[src/rtl/clock_meter_pkg.sv]
// clock_meter_pkg
//   Shared definitions for clock_period_meter and its edge_sync helper:
//   the measurement state type, synchronizer depth and averager geometry.
package clock_meter_pkg;

  typedef enum logic [1:0] {
    IDLE    = 2'd0,
    ARM     = 2'd1,
    MEASURE = 2'd2
  } meter_state_t;

  localparam int SYNC_STAGES = 2;

  // Averaging window; AVG_SHIFT must equal log2(AVG_DEPTH).
  localparam int AVG_DEPTH = 4;
  localparam int AVG_SHIFT = 2;

endpackage

[src/rtl/edge_sync.sv]
// edge_sync
//   Brings an asynchronous level into the clk_in domain through a
//   SYNC_STAGES flip-flop synchronizer, keeps the previous synchronized
//   value, and produces registered single-cycle rise/fall pulses.
//
// Ports
//   clk_in  : sampling clock
//   nrst    : asynchronous active-low reset, clears everything to 0
//   sig_in  : asynchronous input level
//   rise    : one-cycle pulse after a synchronized 0->1 transition
//   fall    : one-cycle pulse after a synchronized 1->0 transition
module edge_sync
  import clock_meter_pkg::*;
(
  input  logic clk_in,
  input  logic nrst,
  input  logic sig_in,
  output logic rise,
  output logic fall
);

  logic [SYNC_STAGES-1:0] sync_q;
  logic                   prev_q;

  // The pulses are registered so a sig_in transition first sampled at
  // edge k shows up as a pulse right after edge k+2, a fixed latency.
  always_ff @(posedge clk_in or negedge nrst) begin
    if (!nrst) begin
      sync_q <= '0;
      prev_q <= 1'b0;
      rise   <= 1'b0;
      fall   <= 1'b0;
    end else begin
      sync_q <= {sync_q[SYNC_STAGES-2:0], sig_in};
      prev_q <= sync_q[SYNC_STAGES-1];
      rise   <= sync_q[SYNC_STAGES-1] & ~prev_q;
      fall   <= ~sync_q[SYNC_STAGES-1] & prev_q;
    end
  end

endmodule

[src/rtl/clock_period_meter.sv]
// clock_period_meter
//   Measures period and high time of a slow asynchronous square wave in
//   clk_in cycles. Results are published as registered words with a
//   one-cycle valid strobe; a sticky timeout flags a stalled input.
//
// Optional feature macro: CLOCK_PERIOD_METER_AVG_EN
//   When defined, period reports the truncated mean of the last
//   AVG_DEPTH measured periods and valid is withheld until that many
//   periods have been collected since entering MEASURE.
//
// Parameters
//   WIDTH   : counter and result width
//   TIMEOUT : cycles without a rising edge before timeout (4 .. 2**WIDTH-1)
//
// Ports
//   clk_in    : measurement clock
//   nrst      : asynchronous active-low reset
//   sig_in    : signal under measurement (asynchronous)
//   enable    : measurement enable, low forces IDLE
//   period    : cycles between consecutive rising edges
//   high_time : cycles from a rising edge to the following falling edge
//   valid     : one-cycle strobe, results updated in the same cycle
//   timeout   : sticky stall indication
module clock_period_meter
  import clock_meter_pkg::*;
#(
  parameter int WIDTH   = 32,
  parameter int TIMEOUT = 1048576
) (
  input  logic             clk_in,
  input  logic             nrst,
  input  logic             sig_in,
  input  logic             enable,
  output logic [WIDTH-1:0] period,
  output logic [WIDTH-1:0] high_time,
  output logic             valid,
  output logic             timeout
);

  localparam logic [WIDTH-1:0] TIMEOUT_CNT = WIDTH'(TIMEOUT);

  meter_state_t     state, next_state;
  logic [WIDTH-1:0] cnt, cnt_nxt, cnt_inc;
  logic [WIDTH-1:0] hi_cap, hi_cap_nxt;
  logic [WIDTH-1:0] period_nxt, high_nxt;
  logic             valid_nxt, timeout_nxt;
  logic             rise, fall;

  edge_sync u_edge_sync (
    .clk_in (clk_in),
    .nrst   (nrst),
    .sig_in (sig_in),
    .rise   (rise),
    .fall   (fall)
  );

  // Saturating increment: the counter sticks at all-ones instead of wrapping.
  assign cnt_inc = (cnt == '1) ? cnt : cnt + 1'b1;

`ifdef CLOCK_PERIOD_METER_AVG_EN
  localparam logic [1:0] FILL_FULL = 2'(AVG_DEPTH - 1);

  // Only the AVG_DEPTH-1 older periods are stored; the newest one is the
  // live counter value at the rising edge that closes it.
  logic [WIDTH-1:0] hist_q   [AVG_DEPTH-1];
  logic [WIDTH-1:0] hist_nxt [AVG_DEPTH-1];
  logic [1:0]       fill_q, fill_nxt;
  logic [WIDTH+1:0] avg_sum;
  logic [WIDTH-1:0] avg_period;

  always_comb begin
    avg_sum = {2'b00, cnt};
    for (int i = 0; i < AVG_DEPTH - 1; i++) begin
      avg_sum = avg_sum + {2'b00, hist_q[i]};
    end
    avg_period = avg_sum[WIDTH+1:AVG_SHIFT];
  end

  always_ff @(posedge clk_in or negedge nrst) begin
    if (!nrst) begin
      for (int i = 0; i < AVG_DEPTH - 1; i++) hist_q[i] <= '0;
      fill_q <= '0;
    end else begin
      for (int i = 0; i < AVG_DEPTH - 1; i++) hist_q[i] <= hist_nxt[i];
      fill_q <= fill_nxt;
    end
  end
`endif

  // Next-state and result logic. enable=0 overrides every state so an
  // in-flight period is dropped without a valid.
  always_comb begin
    next_state  = state;
    cnt_nxt     = cnt;
    hi_cap_nxt  = hi_cap;
    period_nxt  = period;
    high_nxt    = high_time;
    valid_nxt   = 1'b0;
    timeout_nxt = timeout;
`ifdef CLOCK_PERIOD_METER_AVG_EN
    hist_nxt = hist_q;
    fill_nxt = fill_q;
`endif

    if (!enable) begin
      next_state  = IDLE;
      cnt_nxt     = '0;
      timeout_nxt = 1'b0;
`ifdef CLOCK_PERIOD_METER_AVG_EN
      fill_nxt = '0;
      for (int i = 0; i < AVG_DEPTH - 1; i++) hist_nxt[i] = '0;
`endif
    end else begin
      case (state)
        IDLE: begin
          next_state  = ARM;
          cnt_nxt     = '0;
          timeout_nxt = 1'b0;
        end

        // The first rise only starts the clock; any partial period seen
        // before it is meaningless.
        ARM: begin
`ifdef CLOCK_PERIOD_METER_AVG_EN
          fill_nxt = '0;
          for (int i = 0; i < AVG_DEPTH - 1; i++) hist_nxt[i] = '0;
`endif
          if (rise) begin
            next_state = MEASURE;
            cnt_nxt    = WIDTH'(1);
            hi_cap_nxt = '0;
          end else if (cnt == TIMEOUT_CNT) begin
            timeout_nxt = 1'b1;
            cnt_nxt     = '0;
          end else begin
            cnt_nxt = cnt_inc;
          end
        end

        // A rise is checked before the timeout so a period of exactly
        // TIMEOUT cycles still counts as a measurement. hi_cap is cleared
        // on every rise so a rise without a fall reports high_time=0.
        MEASURE: begin
          if (rise) begin
            cnt_nxt     = WIDTH'(1);
            hi_cap_nxt  = '0;
            timeout_nxt = 1'b0;
`ifdef CLOCK_PERIOD_METER_AVG_EN
            hist_nxt[0] = cnt;
            for (int i = 1; i < AVG_DEPTH - 1; i++) hist_nxt[i] = hist_q[i-1];
            if (fill_q == FILL_FULL) begin
              valid_nxt  = 1'b1;
              period_nxt = avg_period;
              high_nxt   = hi_cap;
            end else begin
              fill_nxt = fill_q + 2'd1;
            end
`else
            valid_nxt  = 1'b1;
            period_nxt = cnt;
            high_nxt   = hi_cap;
`endif
          end else if (cnt == TIMEOUT_CNT) begin
            timeout_nxt = 1'b1;
            next_state  = ARM;
            cnt_nxt     = '0;
          end else begin
            cnt_nxt = cnt_inc;
            if (fall) hi_cap_nxt = cnt;
          end
        end

        default: begin
          next_state = IDLE;
          cnt_nxt    = '0;
        end
      endcase
    end
  end

  always_ff @(posedge clk_in or negedge nrst) begin
    if (!nrst) begin
      state     <= IDLE;
      cnt       <= '0;
      hi_cap    <= '0;
      period    <= '0;
      high_time <= '0;
      valid     <= 1'b0;
      timeout   <= 1'b0;
    end else begin
      state     <= next_state;
      cnt       <= cnt_nxt;
      hi_cap    <= hi_cap_nxt;
      period    <= period_nxt;
      high_time <= high_nxt;
      valid     <= valid_nxt;
      timeout   <= timeout_nxt;
    end
  end

endmodule

[config.mk]
export PLATFORM = sky130hd
export DESIGN_NAME = clock_period_meter
export DESIGN_NICKNAME = d
export VERILOG_FILES = /design/src/rtl/clock_meter_pkg.sv /design/src/rtl/edge_sync.sv /design/src/rtl/clock_period_meter.sv
export SDC_FILE = /design/constraint.sdc
export NUM_CORES = 1
export LEC_CHECK = 0
export BUFFER_PORTS_ARGS = -buffer_cell sky130_fd_sc_hd__buf_2
export CORE_AREA = 2 2 100 102
export CTS_BUF_LIST = sky130_fd_sc_hd__clkbuf_8 sky130_fd_sc_hd__clkbuf_16
export DETAILED_ROUTE_END_ITERATION = 10
export DIE_AREA = 0 0 102 104
export MAX_ROUTING_LAYER = met4
export PLACE_DENSITY = 0.84
export RECOVER_POWER = 50
export SLEW_MARGIN = 20
export SYNTH_ARGS = -nofsm -noshare
export SYNTH_HDL_FRONTEND = slang
export SYNTH_HIERARCHICAL = 1
export SYNTH_SLANG_ARGS = --single-unit
[constraint.sdc]
create_clock -name clk_in -period 5.7 [get_ports clk_in]
set_clock_uncertainty 0.15 [all_clocks]
set_input_delay 0.285 -clock clk_in [delete_from_list [all_inputs] [get_ports clk_in]]
set_output_delay 0.285 -clock clk_in [all_outputs]
set_load 0.05 [all_outputs]
==> impl_results.md <==
- Status: finished, violations left
- Failing checks: max-capacitance violations, max-slew violations
- Type of the worst setup path: in2async
- Hold Path Class: reg2reg
- Switching power: 556 uW
- Initial Utilization: 0.609
- Static Leak: 3.07 nW
- CP Max Fanout: 89
- EDFF count, synth: 0
- Worst EP arrival: 3450 ps
- Power, Total: 2.31 mW
- Full die area: 0.0106 sq mm
- Die Wd: 102 um
- Period minus WS final: 3040 ps
- FP Rows: 36
- Placer Congestion: 0.888
- Total iterations of the first detailed-routing run: 5
- Routed vias/inst: 6.13
- Post-CTS Setup Inserts: 0
- Drt drc: 0
- DRT iter0 DRCs: 289
- RSZ-0062 raised after global routing: no
- Power share of the combinational group: 0.098
- Clock share of power: 0.463
- Via count of the first global-routing pass: 3982
- Syn Nets: 478
- IR drop worst, VDD: 0.244 mV
- Initial antenna violation count: 0
- Share of the yosys chip area belonging to registers: 0.590
- IO Port Bufs: 69
- First-pass GRT wire length: 19900 um
- Crit share post-route: 0.533
- Inserted Clock Buffers: 17
- Clk slew on worst S/H paths: 50 ps
- Clk buf depth: 2
- Slew headroom: -0.707
- Core box area: 0.00955 sq mm
- Warnings from Yosys: 6
- FFs w/ async S/R, synth: 1.00
- Final Net Count: 538
- Int Power: 1.75 mW
- CP startpoint kind: input port
- Final setup violation count: 0
- Sink Count: 137
- CTS tree: built
- H-tree levels: 4
- Worst-skew pair later-pin latency: 520 ps
- Number of distinct library cells after synthesis: 47
- Count of state elements after synthesis: 137
- Pwr Density: 342 mW/mm^2
- Antenna cells: 0
- CP required: 6110 ps
- Final WL: 12000 um
- Avg Inst Size Synth: 12.4 sq um
- Via Count: 4120
- Layout cells sized above 1: 0.187
- Cell Area, Synth: 0.00581 sq mm
- Grt ovf: 0
- Fillers: 707
- Routed Antenna Nets: 0
- Post-cts resize count: 0
- GRT Total Usage: 0.248
- Top_reg_cell synth: dfrtp_1
- Syn Inst Count: 468
- Area growth, synth to finish: 16.2%
- CTS root buf: clkbuf_8
- Critical Path End Type: async pin
- Sw frac: 0.241
- DP HPWL: 7440 um
- Commonest non-fill, non-tap cell in the layout: dfrtp_1
- Average wire per standard cell: 17.8 um
- Slew Viols, Final: 50
- Pin count of the biggest net entering global routing: 90
- Final Hold Fails: 0
- Maxcap violations: 1
- Die height: 104 um
- Fin Setup TNS: 0 ps
- Io pins: 70
- Actual slew at the worst max-slew pin: 2560 ps
- Most frequent cells in the layout: dfrtp_1 (137), clkbuf_1 (67), mux2_2 (60), a22o_1 (32), nor2_1 (21)
- Fmax: 329 MHz
- Sequential fraction of design power: 0.439
[synthesized netlist by cell type, types with 7 or more instances]
cell | instances | share of area
a21oi_1 | 16 | 0.014
a22o_1 | 32 | 0.048
buf_2 | 9 | 0.0077
clkbuf_1 | 16 | 0.010
dfrtp_1 | 137 | 0.59
inv_1 | 9 | 0.0058
mux2_2 | 60 | 0.12
nand2_1 | 19 | 0.012
nand3_1 | 16 | 0.014
nand4_1 | 9 | 0.0097
nor2_1 | 21 | 0.014
nor4_1 | 9 | 0.0097
o21ai_0 | 15 | 0.013
or4_1 | 7 | 0.0090
xnor2_1 | 12 | 0.018
[per-stage QoR]
| step | cell area, sq um | util | setup WS (ps) | hold WS (ps) | std cells |
|---|---|---|---|---|---|
| global placement | 6240 | 0.653 | 3130 | 90.4 | 639 |
| floorplan | 5810 | - | 3440 | -161 | 468 |
| global route | 6760 | 0.708 | 2050 | 214 | 672 |
| CTS | 6850 | 0.717 | 3010 | 99.8 | 672 |
| detailed placement | 6240 | 0.653 | 3020 | 94.1 | 639 |
| finish | 6760 | 0.708 | 2660 | 206 | 672 |
[final timing paths]
check	start	to	slack [ps]	cells after the start
max	nrst	period[10]$_DFFE_PN0P_	2660	3
min	u_edge_sync/sync_q[0]$_DFF_PN0_	u_edge_sync/sync_q[1]$_DFF_PN0_	210	0
max reg2reg	state[0]$_DFFE_PN0P_	cnt[17]$_DFFE_PN0P_	3000	7
min reg2reg	u_edge_sync/sync_q[0]$_DFF_PN0_	u_edge_sync/sync_q[1]$_DFF_PN0_	210	0
max in group clk_in	state[0]$_DFFE_PN0P_	cnt[17]$_DFFE_PN0P_	3000	7
min in group asynchronous	nrst	hi_cap[25]$_DFFE_PN0P_	950	2
[logic make-up after synthesis]
kind of cell | count (synthesis) | share of synthesized area
xor+xnor | 18 | 0.0271
flops | 137 | 0.590
buf+inv | 43 | 0.0308
simple gates | 118 | 0.117
compound gates | 85 | 0.105
fa+ha+maj | 6 | 0.0129
mux | 61 | 0.118
[area by class of cell]
type	instances	area, sq um	area share
Sequential cell	137	3430	0.507
Clock buffer	17	414	0.0613
Inverter	9	33.8	0.00500
Multi-Input combinational cell	288	2230	0.331
Clock inverter	13	164	0.0243
Tap cell	133	166	0.0246
Timing Repair Buffer	75	318	0.0470
[per-layer routing]
| metal | track usage | vias up | part of all wire |
|---|---|---|---|
| li1 | - | 1850 | - |
| met1 | 0.323 | 2076 | 0.43 |
| met2 | 0.379 | 166 | 0.50 |
| met3 | 0.0638 | 28 | 0.052 |
| met4 | 0.0876 | 0 | 0.018 |
| met5 | - | - | 0 |
[power by group through the flow]
stage | combinational [mW] | clock [mW] | sequential, mW
2_1_floorplan | 0.142 | 0 | 1.04
3_3_place_gp | 0.209 | 0 | 1.03
3_5_place_dp | 0.220 | 0 | 1.03
4_1_cts | 0.228 | 1.09 | 1.01
5_1_grt | 0.253 | 1.13 | 1.02
6_report | 0.225 | 1.07 | 1.01
[registers in the layout, summed over array words and instances, names as in the netlist]
signal / count
cnt: 32
hi_cap: 32
high_time: 32
period: 32
state: 2
timeout: 1
u_edge_sync/fall: 1
u_edge_sync/prev_q: 1
u_edge_sync/rise: 1
u_edge_sync/sync_q: 2
valid: 1
[critical path, stage by stage]
cell	delay, ps
dlygate4sd3_1	520
clkbuf_1	1810
buf_6	730
[timing repair]
action | CTS | global route
endpoints found under the setup margin | 0 | 0
hold buffers | 3 | 0
hold endpoints to repair | 53 | 0
Note: power is estimated with default switching activity, not from simulation.
